==> config.mk <==
export PLATFORM = sky130hd
export DESIGN_NAME = spart_fifo_core_flat
export DESIGN_NICKNAME = d
export VERILOG_FILES = /design/src/rtl/spart_fifo_core_if.sv /design/src/rtl/spart_fifo_core.sv /design/src/flat_wrapper.sv
export SDC_FILE = /design/constraint.sdc
export NUM_CORES = 1
export LEC_CHECK = 0
export ABC_CLOCK_PERIOD_IN_PS = 3400
export BUFFER_PORTS_ARGS = -buffer_cell sky130_fd_sc_hd__buf_2
export CAP_MARGIN = 10
export CORE_AREA = 2 2 185 187
export DETAILED_ROUTE_END_ITERATION = 10
export DIE_AREA = 0 0 187 189
export HOLD_SLACK_MARGIN = 0.03
export PLACE_DENSITY = 0.54
export SETUP_SLACK_MARGIN = 0.3
export SYNTH_ARGS = -nofsm -noshare
export SYNTH_HDL_FRONTEND = slang
export SYNTH_SLANG_ARGS = --single-unit
==> constraint.sdc <==
create_clock -name clk -period 3.4 [get_ports clk]
set_clock_uncertainty 0.15 [all_clocks]
set_input_delay 0.17 -clock clk [delete_from_list [all_inputs] [get_ports clk]]
set_output_delay 0.17 -clock clk [all_outputs]
set_load 0.02 [all_outputs]
==> src/rtl/spart_fifo_core_if.sv <==
// spart_fifo_core_if: processor-side bus of the FIFO SPART.
// master drives iocs/iorw/ioaddr/wdata; slave returns rdata/rda/tbr/irq.
interface spart_fifo_core_if;
  logic        iocs;
  logic        iorw;
  logic [1:0]  ioaddr;
  logic [15:0] wdata;
  logic [15:0] rdata;
  logic        rda;
  logic        tbr;
  logic        irq;

  modport master (
    output iocs, iorw, ioaddr, wdata,
    input  rdata, rda, tbr, irq
  );

  modport slave (
    input  iocs, iorw, ioaddr, wdata,
    output rdata, rda, tbr, irq
  );
endinterface

==> src/rtl/spart_fifo_core.sv <==
// spart_fifo_core: full-duplex SPART with baud divisor and TX/RX FIFOs.
// Ports: clk, rst (sync, active-high), bus (slave: iocs/iorw/ioaddr/wdata,
// rdata/rda/tbr/irq), txd (idle high), rxd (async serial in).
// Define SPART_PARITY_EN to add an even-parity bit on TX and RX.
module spart_fifo_core #(
  parameter int unsigned DATA_W      = 8,
  parameter int unsigned TX_DEPTH    = 8,
  parameter int unsigned RX_DEPTH    = 8,
  parameter int unsigned OVERSAMPLE  = 16,
  parameter logic [15:0] DEFAULT_DIV = 16'd650
) (
  input  logic             clk,
  input  logic             rst,
  spart_fifo_core_if.slave bus,
  output logic             txd,
  input  logic             rxd
);

  localparam int unsigned TAW = $clog2(TX_DEPTH);
  localparam int unsigned RAW = $clog2(RX_DEPTH);
  localparam int unsigned OSW = $clog2(OVERSAMPLE);
  localparam int unsigned BW  = $clog2(DATA_W);

  localparam logic [OSW-1:0] OS_LAST = OSW'(OVERSAMPLE - 1);
  localparam logic [OSW-1:0] OS_MID  = OSW'(OVERSAMPLE / 2 - 1);
  localparam logic [BW-1:0]  B_LAST  = BW'(DATA_W - 1);

  typedef enum logic [2:0] {
    S_IDLE, S_START, S_DATA, S_PAR, S_STOP
  } st_e;

`ifdef SPART_PARITY_EN
  localparam st_e AFTER_DATA = S_PAR;
`else
  localparam st_e AFTER_DATA = S_STOP;
`endif

  // bus decode
  logic wr, rd;
  logic wr_data, wr_stat, wr_div, wr_ctrl;
  logic rd_data;

  assign wr      = bus.iocs & ~bus.iorw;
  assign rd      = bus.iocs & bus.iorw;
  assign wr_data = wr & (bus.ioaddr == 2'd0);
  assign wr_stat = wr & (bus.ioaddr == 2'd1);
  assign wr_div  = wr & (bus.ioaddr == 2'd2);
  assign wr_ctrl = wr & (bus.ioaddr == 2'd3);
  assign rd_data = rd & (bus.ioaddr == 2'd0);

  // registers
  logic [15:0] div_q, div_d;
  logic [15:0] bcnt_q, bcnt_d;
  logic [1:0]  ctrl_q, ctrl_d;
  logic [15:0] rdata_q, rdata_d;
  logic        irq_q, irq_d;
  logic        ovr_q, ovr_d;
  logic        fe_q, fe_d;
  logic        txo_q, txo_d;
  logic        pe_q, pe_d;
  logic        rx_s1_q, rx_s1_d;
  logic        rx_s2_q, rx_s2_d;
  logic        rx_prev_q, rx_prev_d;
  logic        tick;

  assign tick = (bcnt_q == 16'd0);

  // TX FIFO
  logic [DATA_W-1:0] tx_mem [TX_DEPTH];
  logic [TAW:0]      tx_wp_q, tx_wp_d;
  logic [TAW:0]      tx_rp_q, tx_rp_d;
  logic              tx_empty, tx_full;
  logic              tx_push, tx_pop;
  logic [DATA_W-1:0] tx_head;

  assign tx_empty = (tx_wp_q == tx_rp_q);
  assign tx_full  = (tx_wp_q[TAW] != tx_rp_q[TAW]) &&
                    (tx_wp_q[TAW-1:0] == tx_rp_q[TAW-1:0]);
  assign tx_head  = tx_mem[tx_rp_q[TAW-1:0]];
  assign tx_push  = wr_data & ~tx_full;

  // RX FIFO
  logic [DATA_W-1:0] rx_mem [RX_DEPTH];
  logic [RAW:0]      rx_wp_q, rx_wp_d;
  logic [RAW:0]      rx_rp_q, rx_rp_d;
  logic              rx_empty, rx_full;
  logic              rx_push, rx_pop;
  logic [DATA_W-1:0] rx_head;

  assign rx_empty = (rx_wp_q == rx_rp_q);
  assign rx_full  = (rx_wp_q[RAW] != rx_rp_q[RAW]) &&
                    (rx_wp_q[RAW-1:0] == rx_rp_q[RAW-1:0]);
  assign rx_head  = rx_mem[rx_rp_q[RAW-1:0]];
  assign rx_pop   = rd_data & ~rx_empty;

  // TX shifter
  st_e               tx_st_q;
  logic [OSW-1:0]    tx_os_q;
  logic [BW-1:0]     tx_bit_q;
  logic [DATA_W-1:0] tx_sh_q;
  logic              txd_q;
  logic              tx_idle;
`ifdef SPART_PARITY_EN
  logic              tx_par_q;
`endif

  // pop on the first tick out of IDLE, or straight from the
  // last stop tick for back-to-back characters
  assign tx_pop = tick & ~tx_empty &
                  ((tx_st_q == S_IDLE) |
                   ((tx_st_q == S_STOP) & (tx_os_q == OS_LAST)));
  assign tx_idle = (tx_st_q == S_IDLE) & tx_empty;

  // RX deserialiser
  st_e               rx_st_q;
  logic [OSW-1:0]    rx_os_q;
  logic [BW-1:0]     rx_bit_q;
  logic [DATA_W-1:0] rx_sh_q;
  logic              rx_fire;
  logic              rx_done;

  // START samples at half a bit; every later state at a full bit,
  // which lands each sample mid-bit
  assign rx_fire = tick & (rx_st_q != S_IDLE) &
                   (rx_os_q == ((rx_st_q == S_START) ? OS_MID : OS_LAST));
  assign rx_done = rx_fire & (rx_st_q == S_STOP);
  assign rx_push = rx_done & ~rx_full;

`ifdef SPART_PARITY_EN
  logic rx_perr;
  assign rx_perr = rx_fire & (rx_st_q == S_PAR) & (rx_s2_q != ^rx_sh_q);
`endif

  logic [15:0] status;
  assign status = {9'd0, pe_q, txo_q, fe_q, ovr_q,
                   tx_idle, ~tx_full, ~rx_empty};

  always_comb begin
    div_d     = wr_div ? bus.wdata : div_q;
    // a new divisor is only picked up here, at reload
    bcnt_d    = tick ? div_q : bcnt_q - 16'd1;
    ctrl_d    = wr_ctrl ? bus.wdata[1:0] : ctrl_q;
    rx_s1_d   = rxd;
    rx_s2_d   = rx_s1_q;
    rx_prev_d = rx_s2_q;

    tx_wp_d = tx_wp_q + {{TAW{1'b0}}, tx_push};
    tx_rp_d = tx_rp_q + {{TAW{1'b0}}, tx_pop};
    rx_wp_d = rx_wp_q + {{RAW{1'b0}}, rx_push};
    rx_rp_d = rx_rp_q + {{RAW{1'b0}}, rx_pop};

    // a set in the same cycle as a clear wins
    ovr_d = (ovr_q & ~(wr_stat & bus.wdata[3])) | (rx_done & rx_full);
    fe_d  = (fe_q & ~(wr_stat & bus.wdata[4])) | (rx_done & ~rx_s2_q);
    txo_d = (txo_q & ~(wr_stat & bus.wdata[5])) | (wr_data & tx_full);
`ifdef SPART_PARITY_EN
    pe_d  = (pe_q & ~(wr_stat & bus.wdata[6])) | rx_perr;
`else
    pe_d  = 1'b0;
`endif

    rdata_d = rdata_q;
    if (rd) begin
      unique case (bus.ioaddr)
        2'd0: begin
          rdata_d = '0;
          if (!rx_empty) rdata_d[DATA_W-1:0] = rx_head;
        end
        2'd1: rdata_d = status;
        2'd2: rdata_d = div_q;
        default: rdata_d = {14'd0, ctrl_q};
      endcase
    end

    irq_d = (ctrl_q[0] & ~rx_empty) | (ctrl_q[1] & tx_idle) |
            ovr_q | fe_q | pe_q;
  end

  always_ff @(posedge clk) begin
    if (rst) begin
      div_q     <= DEFAULT_DIV;
      bcnt_q    <= '0;
      ctrl_q    <= '0;
      rdata_q   <= '0;
      irq_q     <= 1'b0;
      ovr_q     <= 1'b0;
      fe_q      <= 1'b0;
      txo_q     <= 1'b0;
      pe_q      <= 1'b0;
      rx_s1_q   <= 1'b1;
      rx_s2_q   <= 1'b1;
      rx_prev_q <= 1'b1;
      tx_wp_q   <= '0;
      tx_rp_q   <= '0;
      rx_wp_q   <= '0;
      rx_rp_q   <= '0;
    end else begin
      div_q     <= div_d;
      bcnt_q    <= bcnt_d;
      ctrl_q    <= ctrl_d;
      rdata_q   <= rdata_d;
      irq_q     <= irq_d;
      ovr_q     <= ovr_d;
      fe_q      <= fe_d;
      txo_q     <= txo_d;
      pe_q      <= pe_d;
      rx_s1_q   <= rx_s1_d;
      rx_s2_q   <= rx_s2_d;
      rx_prev_q <= rx_prev_d;
      tx_wp_q   <= tx_wp_d;
      tx_rp_q   <= tx_rp_d;
      rx_wp_q   <= rx_wp_d;
      rx_rp_q   <= rx_rp_d;
    end
  end

  // FIFO storage needs no reset; pointers define validity
  always_ff @(posedge clk) begin
    if (tx_push) tx_mem[tx_wp_q[TAW-1:0]] <= bus.wdata[DATA_W-1:0];
    if (rx_push) rx_mem[rx_wp_q[RAW-1:0]] <= rx_sh_q;
  end

  always_ff @(posedge clk) begin
    if (rst) begin
      tx_st_q  <= S_IDLE;
      tx_os_q  <= '0;
      tx_bit_q <= '0;
      tx_sh_q  <= '0;
      txd_q    <= 1'b1;
`ifdef SPART_PARITY_EN
      tx_par_q <= 1'b0;
`endif
    end else if (tx_pop) begin
      tx_st_q <= S_START;
      tx_os_q <= '0;
      tx_sh_q <= tx_head;
      txd_q   <= 1'b0;
`ifdef SPART_PARITY_EN
      tx_par_q <= ^tx_head;
`endif
    end else if (tick && tx_st_q != S_IDLE) begin
      if (tx_os_q != OS_LAST) begin
        tx_os_q <= tx_os_q + 1'b1;
      end else begin
        tx_os_q <= '0;
        unique case (tx_st_q)
          S_START: begin
            tx_st_q  <= S_DATA;
            tx_bit_q <= '0;
            txd_q    <= tx_sh_q[0];
          end
          S_DATA: begin
            tx_bit_q <= tx_bit_q + 1'b1;
            tx_sh_q  <= tx_sh_q >> 1;
            if (tx_bit_q == B_LAST) begin
              tx_st_q <= AFTER_DATA;
`ifdef SPART_PARITY_EN
              txd_q   <= tx_par_q;
`else
              txd_q   <= 1'b1;
`endif
            end else begin
              txd_q <= tx_sh_q[1];
            end
          end
          S_PAR: begin
            tx_st_q <= S_STOP;
            txd_q   <= 1'b1;
          end
          default: begin
            tx_st_q <= S_IDLE;
            txd_q   <= 1'b1;
          end
        endcase
      end
    end
  end

  always_ff @(posedge clk) begin
    if (rst) begin
      rx_st_q  <= S_IDLE;
      rx_os_q  <= '0;
      rx_bit_q <= '0;
      rx_sh_q  <= '0;
    end else if (rx_st_q == S_IDLE) begin
      if (rx_prev_q & ~rx_s2_q) begin
        rx_st_q <= S_START;
        rx_os_q <= '0;
      end
    end else if (tick) begin
      if (!rx_fire) begin
        rx_os_q <= rx_os_q + 1'b1;
      end else begin
        rx_os_q <= '0;
        unique case (rx_st_q)
          S_START: begin
            // line back high at mid-start: a glitch, not a start bit
            rx_st_q  <= rx_s2_q ? S_IDLE : S_DATA;
            rx_bit_q <= '0;
          end
          S_DATA: begin
            rx_sh_q  <= {rx_s2_q, rx_sh_q[DATA_W-1:1]};
            rx_bit_q <= rx_bit_q + 1'b1;
            if (rx_bit_q == B_LAST) rx_st_q <= AFTER_DATA;
          end
          S_PAR: rx_st_q <= S_STOP;
          // leave at mid-stop so the next start edge is not missed
          default: rx_st_q <= S_IDLE;
        endcase
      end
    end
  end

  assign bus.rdata = rdata_q;
  assign bus.rda   = ~rx_empty;
  assign bus.tbr   = ~tx_full;
  assign bus.irq   = irq_q;
  assign txd       = txd_q;

endmodule

==> src/flat_wrapper.sv <==
// flat-port wrapper written by rule: the top's interface ports become plain ports
module spart_fifo_core_flat 
#(
  parameter int unsigned DATA_W      = 8,
  parameter int unsigned TX_DEPTH    = 8,
  parameter int unsigned RX_DEPTH    = 8,
  parameter int unsigned OVERSAMPLE  = 16,
  parameter logic [15:0] DEFAULT_DIV = 16'd650
)
  (clk, rst, txd, rxd, bus_iocs, bus_iorw, bus_ioaddr, bus_wdata, bus_rdata, bus_rda, bus_tbr, bus_irq);
  spart_fifo_core_if bus_i ();
  input  logic clk;
  input  logic rst;
  output logic txd;
  input  logic rxd;
  input wire logic [$bits(bus_i.iocs)-1:0] bus_iocs;
  input wire logic [$bits(bus_i.iorw)-1:0] bus_iorw;
  input wire logic [$bits(bus_i.ioaddr)-1:0] bus_ioaddr;
  input wire logic [$bits(bus_i.wdata)-1:0] bus_wdata;
  output wire logic [$bits(bus_i.rdata)-1:0] bus_rdata;
  output wire logic [$bits(bus_i.rda)-1:0] bus_rda;
  output wire logic [$bits(bus_i.tbr)-1:0] bus_tbr;
  output wire logic [$bits(bus_i.irq)-1:0] bus_irq;
  assign bus_i.iocs = bus_iocs;
  assign bus_i.iorw = bus_iorw;
  assign bus_i.ioaddr = bus_ioaddr;
  assign bus_i.wdata = bus_wdata;
  assign bus_rdata = bus_i.rdata;
  assign bus_rda = bus_i.rda;
  assign bus_tbr = bus_i.tbr;
  assign bus_irq = bus_i.irq;
  spart_fifo_core #(.DATA_W(DATA_W), .TX_DEPTH(TX_DEPTH), .RX_DEPTH(RX_DEPTH), .OVERSAMPLE(OVERSAMPLE), .DEFAULT_DIV(DEFAULT_DIV)) u_core (.clk(clk), .rst(rst), .bus(bus_i), .txd(txd), .rxd(rxd));
endmodule
# Word-level counts from Yosys, hierarchy flattened
# Memories as Yosys holds them, arrays and structs flattened. A register that Yosys moved wholly into a read port is not among the register bits.
# Index checks and enable logic that the tools add are counted.
# word_totals
mem_count	2
wordCells	174
ff_bits	110
ramBits	128
# mem_list
memory	words	word_bits	read_ports	rd_clocked_by_memory_dff	write_ports	line	source
u_core.rx_mem	8	8	1	1	1	spart_fifo_core.sv:83	logic [DATA_W-1:0] rx_mem [RX_DEPTH];
u_core.tx_mem	8	8	1	1	1	spart_fifo_core.sv:69	logic [DATA_W-1:0] tx_mem [TX_DEPTH];
# op_classes
n_eq_ne	27
n_mux	38
n_bitwise	48
addsub	9
n_reduce_logical	25
# op_table
cell	count
$pmux 16 s3	1
$mux 8	5
$and 1x1->1	29
$mux 3	8
$mux 4	6
$pmux 3 s3	2
$add 4x1->4	4
$logic_not 16->1	1
$mux 16	1
$reduce_and 4->1	4
$sub 16x1->16 const B	1
$eq 3x2->1 const B	4
$eq 3x3->1 const B	4
$eq 4x4->1	3
$not 1->1	12
$pmux 3 s2	2
$reduce_bool 2->1	6
$mux 1	11
$reduce_and 3->1	3
$add 4x1->4 const B	2
$or 1x1->1	7
$add 3x1->3 const B	2
$eq 3x1->1 const B	2
$eq 3x3->1	2
other kinds (16)	25

# Longest topological paths before layout
# Gate-level depths: netlist of the first run.
# logic_depth
ltp_word	8
ltp_mapped	11
mapped_depth_nobuf	10

# Least setup slack after synthesis of the first run
# No wires, ideal clock.
# synth_path
kind	register to register
start	reg u_core.bcnt_q[10]
end	mem u_core.rx_mem[1][0], enable pin
path_slack_ps	691
synth_period_minus_slack_ps	2709
stages_incl_launch_ff	8
required_time_ps	2867
t_arrival_ps	2176
cell_sequence	dfxtp_1 > or3_1 > buf_6 > nand2b_1 > buf_2 > nor4_4 > nand2_1 > nor3_1
# synth_between
elab_chain_cells	7
# synth_lines
item	line	source
start, declared	spart_fifo_core.sv:53	logic [15:0] bcnt_q, bcnt_d;
start signal, assigned	spart_fifo_core.sv:199	bcnt_q <= bcnt_d;
$logic_not 16->1	spart_fifo_core.sv:66	assign tick = (bcnt_q == 16'd0);
$and 1x1->1 (2 in a row)	spart_fifo_core.sv:124	assign rx_fire = tick & (rx_st_q != S_IDLE) &
$and 1x1->1	spart_fifo_core.sv:126	assign rx_done = rx_fire & (rx_st_q == S_STOP);
$and 1x1->1	spart_fifo_core.sv:127	assign rx_push = rx_done & ~rx_full;
$mux 1	spart_fifo_core.sv:220	if (rx_push) rx_mem[rx_wp_q[RAW-1:0]] <= rx_sh_q;
$mux 1 (not written as such)	spart_fifo_core.sv:220	
end, declared	spart_fifo_core.sv:83	
# No other way between the ends.

# Final worst setup path of the first run
# layout_path
start	reg u_core.bcnt_q[10]
end	mem u_core.rx_mem[5][5], enable pin
# Same word-level chain as after synthesis.

==> flow_summary.toml, run 1 <==
[synthesis]
syn_area_sq_mm = 0.009831
synth_nets = 803
synth_edf_count = 128
syn_avg_cell_area_sq_um = 12.85
syn_inst = 765
yosys_register_bits = 238
ys_seq_area_frac = 0.6150
ys_types = 61
synth_ff_type = "edfxtp_1"
async_flop_share = 0
yosysWarnings = 0

[global_routing]
overflow = 0
met2_usage = 0.2206
antenna_found_initial = 0
grt_pass1_vias = 6291
use_met1 = 0.1682
use_met3 = 0.02187
grt_max_degree = 50
grt_pass1_wl_mm = 35.84
grt_usage = 0.1271
busiest_layer = "met2"

[pwr]
leakagePower_uw = 0.004186
ir_worst_vdd_mv = 0.4182
powerDensity_mw_per_mm2 = 597.5

[timing]
post-route-period-util = 0.8251
timing.slew.headroom = 0.4421
hold_ws_ns = 0.07905
period_needed_ns = 2.805
rsz0062_at_grt = "false"
finalHoldViolCount = 0
max_clock_freq_ghz = 0.3565
slew_violations = 0
finalSetupViolCount = 0
fin_setup_tns_ns = 0
finalWorstSetupSlack_ns = 0.5946
worstMarginPinSlew_ns = 0.8338

[floorplan]
rows = 67
coreArea_sq_mm = 0.03328
dieArea_sq_mm = 0.03534
start_util = 0.2954
dieHeight_um = 189
fp.dieW_um = 187
pin_count = 43

[cts]
clock-sinks = 238
cts_resized = 0
path_clk_slew_ns = 0.06
cts.path.max_buffers = 3
cts_tree = "yes"
htreeDepth = 1
cts_made_buffers = 26
cts_root_buf = "clkbuf_16"
clk_latency_ns = 0.52

[critical_path]
cp_slowest_cell = "nor2_1"
cp_cell_sequence = "or3_1 > nand2b_1 > nor4_4 > nand2_1 > nor2_1"
worstPathMaxFanout = 8
slowest_delay_ns = 0.56
start_kind = "flip-flop"
arrival_ns = 2.80
crit_path_end_kind = "flip-flop"
crit_family = "simple AND/OR/NAND/NOR gates"
required_ns = 3.40
crit_type = "flip-flop to flip-flop"
critPathBufInv = 0

[detailed_routing]
drt_iter0_drc = 333
ant_nets = 0
drt_pre_antenna_iters = 4
post_drt_via_cell_ratio = 4.706
routedWlPerCell_um = 17.11
num_vias = 6165
drc_errors = 0
routed_wl_mm = 22.41

[cells_and_area]
drive_gt1_frac = 0.1856
nFillCells = 3228
finalNonFillerCells = 1310
area_growth_pct = 19.63
nets = 880
regArea_sq_mm = 0.006046
multi_input_area_sq_mm = 0.003552
antenna_cells = 0

[worst_hold_path]
hold_path_class = "input pin to flip-flop"

[place]
dp_cells = 1234
io_buffers = 42
routabilityCongestion = 0.7676
dp_hpwl_mm = 15.12
pre_cts_ws_ns = 0.6115

[job]
maxCapViolations = 0

[outcome]
outcome = "finished, final reports clean"
[where the power goes]
part | total (uW) | switching [uW] | internal (uW)
sequential | 3200 | 96.0 | 3100
combinational | 860 | 536 | 324
clock | 2970 | 1140 | 1830
total | 7030 | 1770 | 5260
[stage by stage]
| stage | total power [uW] | instance area (sq um) | util |
|---|---|---|---|
| finish | 7027 | 11760 | 0.3534 |
| global placement | 4093 | 10580 | 0.3178 |
| global route | 7334 | 11760 | 0.3534 |
| detailed placement | 4094 | 10580 | 0.3178 |
| floorplan | 3879 | 9831 | - |
| CTS | 7105 | 11760 | 0.3534 |
[metal layers]
metal | vias to the layer above | routed length (um)
li1 | 2999 | -
met1 | 3058 | 10330
met3 | 19 | 920
met4 | 0 | 223
met5 | - | 0
met2 | 89 | 10940
[synth_stat cells, drive strengths merged, types with 2 or more instances]
master    n  area, sq um
o211ai    2        15.01
a211oi   21        157.7
edfxtp  128         3844
nand4     5        37.53
nand3b    3        22.52
a221oi    5        50.04
mux2      8        90.09
mux2i    25        250.2
o21ai     7        35.03
xnor2    16        140.1
mux4     32        720.7
nor4      7        95.09
nand2    57        214.0
nor2b    22        137.6
or2       4        25.03
dfxtp   110         2202
nand3    30        162.7
nor3     22        125.1
a31oi     3        18.77
nor3b     3        22.52
inv      11        41.29
or3b      2        17.52
a22oi    12        90.09
nand2b   12        75.07
buf      14        82.58
o21a      3        22.52
and3      3        18.77
a311oi    3        26.28
o32ai     3        26.28
a21oi    34        170.2
clkbuf   29        108.9
ha       15        187.7
a22o      2        17.52
and2      3        18.77
or3       7        43.79
or4b      2        20.02
xor2     13        113.9
nor2     77        291.5
[cells by family after synthesis]
family,after synthesis,synth area share
xor gates and xnor gates,29,0.02584
and+or+nand+nor,262,0.1381
buffers and inverters,54,0.02367
adders and majority gates,15,0.01909
DFF,238,0.6150
AOI/OAI and AO/OA,102,0.07038
muxes,65,0.1079
[worst paths after layout]
path | start | to | slack, ns | depth (start not counted)
setup / recovery | u_core.bcnt_q[10] | u_core.rx_mem[5][5] | 0.59 | 5
hold / removal | bus_iorw | u_core.fe_q | 0.08 | 6
setup reg to reg | u_core.bcnt_q[10] | u_core.rx_mem[5][5] | 0.59 | 5
hold reg to reg | u_core.rx_s1_q | u_core.rx_prev_d | 0.27 | 1
[flip-flops by register name (all words and copies together) (netlist names), 2 cells and up]
| register | flops |
|---|---|
| u_core.bcnt_q | 16 |
| u_core.bus.rdata | 16 |
| u_core.ctrl_q | 2 |
| u_core.div_q | 16 |
| u_core.rx_bit_q | 3 |
| u_core.rx_mem | 64 |
| u_core.rx_os_q | 4 |
| u_core.rx_rp_q | 4 |
| u_core.rx_sh_q | 8 |
| u_core.rx_st_q | 3 |
| u_core.rx_wp_q | 4 |
| u_core.tx_bit_q | 3 |
| u_core.tx_mem | 64 |
| u_core.tx_os_q | 4 |
| u_core.tx_rp_q | 4 |
| u_core.tx_sh_q | 8 |
| u_core.tx_st_q | 3 |
| u_core.tx_wp_q | 4 |
[area by class of cell]
cell class              instances  share of cell area
clock inverters                16             0.01766
multi-input cells             473              0.3021
repair buffers                 92             0.05596
clock buffers                  32             0.05905
well taps                     448             0.04766
inverters                      11            0.003511
flip-flops and latches        238              0.5141
[worst register-to-register path: stages (launching register included)]
cell and delay (ns):
dfxtp_1 0.33, or3_1 0.50, nand2b_1 0.28, nor4_4 0.44
nand2_1 0.17, nor2_1 0.56
[placed cells by master, fill, tap and decap left out, types with 4 or more instances in the layout]
cell type	netlist	layout
edfxtp_1	128	128
dfxtp_1	110	110
nor2_1	76	76
nand2_1	57	57
buf_2	9	41
a21oi_1	34	34
mux4_2	32	32
nand3_1	29	29
dlygate4sd3_1	0	28
clkbuf_16	0	27
mux2i_1	25	25
buf_4	1	23
nor2b_1	22	22
a211oi_1	21	21
nor3_1	19	19
xnor2_1	16	16
ha_1	15	15
xor2_1	13	13
a22oi_1	12	12
nand2b_1	12	12
inv_1	9	9
mux2_2	8	8
or3_1	7	7
clkinv_2	0	6
o21ai_0	5	5
bufinv_16	0	5
clkbuf_1	29	5
a221oi_1	4	4
nand4_1	4	4
[timing repair]
action                                 CTS  global route
buffers inserted                         0             0
hold buffers                            28             0
endpoints found under the hold margin  115             0
(Power assumes the default switching activity.)
==> run 2: changes to the inputs <==
--- a/config.mk
+++ b/config.mk
@@ -5,14 +5,14 @@
 export SDC_FILE = /design/constraint.sdc
 export NUM_CORES = 1
 export LEC_CHECK = 0
-export ABC_CLOCK_PERIOD_IN_PS = 3400
+export ABC_CLOCK_PERIOD_IN_PS = 2400
 export BUFFER_PORTS_ARGS = -buffer_cell sky130_fd_sc_hd__buf_2
 export CAP_MARGIN = 10
 export CORE_AREA = 2 2 185 187
 export DETAILED_ROUTE_END_ITERATION = 10
 export DIE_AREA = 0 0 187 189
 export HOLD_SLACK_MARGIN = 0.03
-export PLACE_DENSITY = 0.54
+export PLACE_DENSITY = 0.56
 export SETUP_SLACK_MARGIN = 0.3
 export SYNTH_ARGS = -nofsm -noshare
 export SYNTH_HDL_FRONTEND = slang
==> constraint.sdc (replaced) <==
create_clock -name clk -period 2.4 [get_ports clk]
set_clock_uncertainty 0.15 [all_clocks]
set_input_delay 0.12 -clock clk [delete_from_list [all_inputs] [get_ports clk]]
set_output_delay 0.12 -clock clk [all_outputs]
set_load 0.02 [all_outputs]
==> run 2 against run 1 <==
Compared with the run above: via count increased by 4.0%; core utilization increased by 3.3 points; non-clock buffer count increased by 60; sequential power increased by 42%; routed wire length increased by 3.5%; cell area increased by 9.4%; largest cell class unchanged; highest routed layer is now met5; power increased by 46%; cell count increased by 4.7%; hold slack got worse by 0.0089 ns; combinational power increased by 100%; register-to-register slack got worse by 0.38 ns.
==> flow_summary.toml, run 2 (same netlist as run 1, synthesis figures left out) <==
[outcome]
outcome = "finished, final reports clean"

[timing]
finalSetupViolCount = 0
post-route-period-util = 0.9117
max_clock_freq_ghz = 0.4570
worstMarginPinSlew_ns = 0.7625
period_needed_ns = 2.188
rsz0062_at_grt = "true"
finalHoldViolCount = 0
timing.slew.headroom = 0.4904
fin_setup_tns_ns = 0
finalWorstSetupSlack_ns = 0.2120
slew_violations = 0

[cts]
cts_tree = "yes"
clock-sinks = 238
cts_root_buf = "clkbuf_16"
cts.path.max_buffers = 3
htreeDepth = 1
path_clk_slew_ns = 0.06
clk_latency_ns = 0.52
cts_made_buffers = 26

[detailed_routing]
drc_errors = 0
ant_nets = 0
route.top_layer_used = "met5"
routedWlPerCell_um = 16.91
routed_wl_mm = 23.19
post_drt_via_cell_ratio = 4.675
drt_pre_antenna_iters = 5
wl_met3_um = 843
num_vias = 6409
m1WireLength_mm = 10.37
drt_iter0_drc = 341
wl_met2_mm = 11.62

[cells_and_area]
drive_gt1_frac = 0.3164
nets = 941
final_common_cell = "edfxtp_1"
fin_area_sq_mm = 0.01286
antenna_cells = 0
layout_common_cells = "edfxtp_1 (128), dfxtp_1 (96), nor2_1 (63), nand2_1 (55), buf_4 (54)"
area_growth_pct = 30.85

[critical_path]
crit_family = "simple AND/OR/NAND/NOR gates"
path_common_cell = "nand2b_4"
worstPathMaxFanout = 8
cp_slowest_cell = "or3_4"
critPathBufInv = 2
start_kind = "flip-flop"
crit_type = "flip-flop to flip-flop"
crit_path_end_kind = "flip-flop"
slowest_delay_ns = 0.41
required_ns = 2.49
arrival_ns = 2.27
cp_cell_sequence = "or3_4 > nand2b_4 > nor4_4 > buf_6 > nand2b_4 > nor3_4 > buf_12"
rrSetupSlack_ns = 0.21

[place]
routabilityCongestion = 0.7856
dpl_cell_area_sq_mm = 0.01100
io_buffers = 42
pre_cts_ws_ns = 0.05232
dp_hpwl_mm = 15.02

[job]
maxCapViolations = 0

[worst_hold_path]
hold_path_class = "input pin to flip-flop"

[floorplan]
fp.dieW_um = 187
coreArea_sq_mm = 0.03328
rows = 67
dieHeight_um = 189
dieArea_sq_mm = 0.03534
pin_count = 43
start_util = 0.2954

[global_routing]
grt_pass1_wl_mm = 36.54
overflow = 0
grt_usage = 0.1301
grt_max_degree = 95
grt_pass1_vias = 6506
antenna_found_initial = 1

[pwr]
ir_worst_vdd_mv = 0.5056
leakagePower_uw = 0.004520
report.power.total_uw = 10290
powerDensity_mw_per_mm2 = 799.6
==> run 2: cell types whose count changed in the layout (fill, tap and decap cells not counted), sizes merged <==
cell / previous run / this run
clkinvlp: 1 / 4
clkbuf: 32 / 31
nand3: 30 / 31
bufinv: 5 / 3
buf: 64 / 120
dlygate4sd3: 28 / 32
==> run 2: where the power goes <==
group	total [uW]	internal (uW)	leakage (uW)	switching, uW
combinational	1740	835	0.00203	900
sequential	4530	4400	0.00207	127
clock	4020	2410	0.000420	1610
==> run 2: worst register-to-register path: cells and delay by family (launching register included) <==
kind          cells  cell delay (ns)
buf+inv           2             0.33
simple gates      5             1.09
flops             1             0.32
==> run 2: path summary, 6_finish.rpt <==
path,from,endpoint,depth (start not counted)
min reg2reg,u_core.rx_s1_q,u_core.rx_prev_d,1
max,u_core.bcnt_q[11],u_core.rx_mem[0][6],7
max reg2reg,u_core.bcnt_q[11],u_core.rx_mem[0][6],7
min,bus_iorw,u_core.fe_q,6
==> run 2: final cells by class <==
cell class	instances	area, sq um
fillers	3152	20420
clock inverters	17	177.7
well taps	448	560.5
multi-input cells	474	3976
inverters	11	43.79
repair buffers	152	1331
clock buffers	31	700.7
flip-flops and latches	238	6073
==> run 2: stage by stage <==
| step | instances | hold slack, ns | utilization |
|---|---|---|---|
| after floorplan | 765 | 0.06887 | - |
| after global placement | 1262 | 0.2036 | 0.3307 |
| after detailed placement | 1262 | 0.2004 | 0.3307 |
| after CTS | 1360 | 0.03928 | 0.3782 |
| after global routing | 1371 | 0.08099 | 0.3865 |
| final | 1371 | 0.07018 | 0.3865 |
==> run 2: repair_timing <==
item	4_1_cts	5_1_grt
resized for setup	36	47
buffers inserted	17	10
cloned	1	1
setup endpoints to repair	166	176
endpoints found under the hold margin	133	0
hold buffers	32	0
pin swaps	15	28
==> run 2: layer usage <==
metal	GRT usage	vias up
met3	0.01854	25
met1	0.1731	3146
li1	-	3124
met4	0.02778	2
met5	0	-
met2	0.2258	112
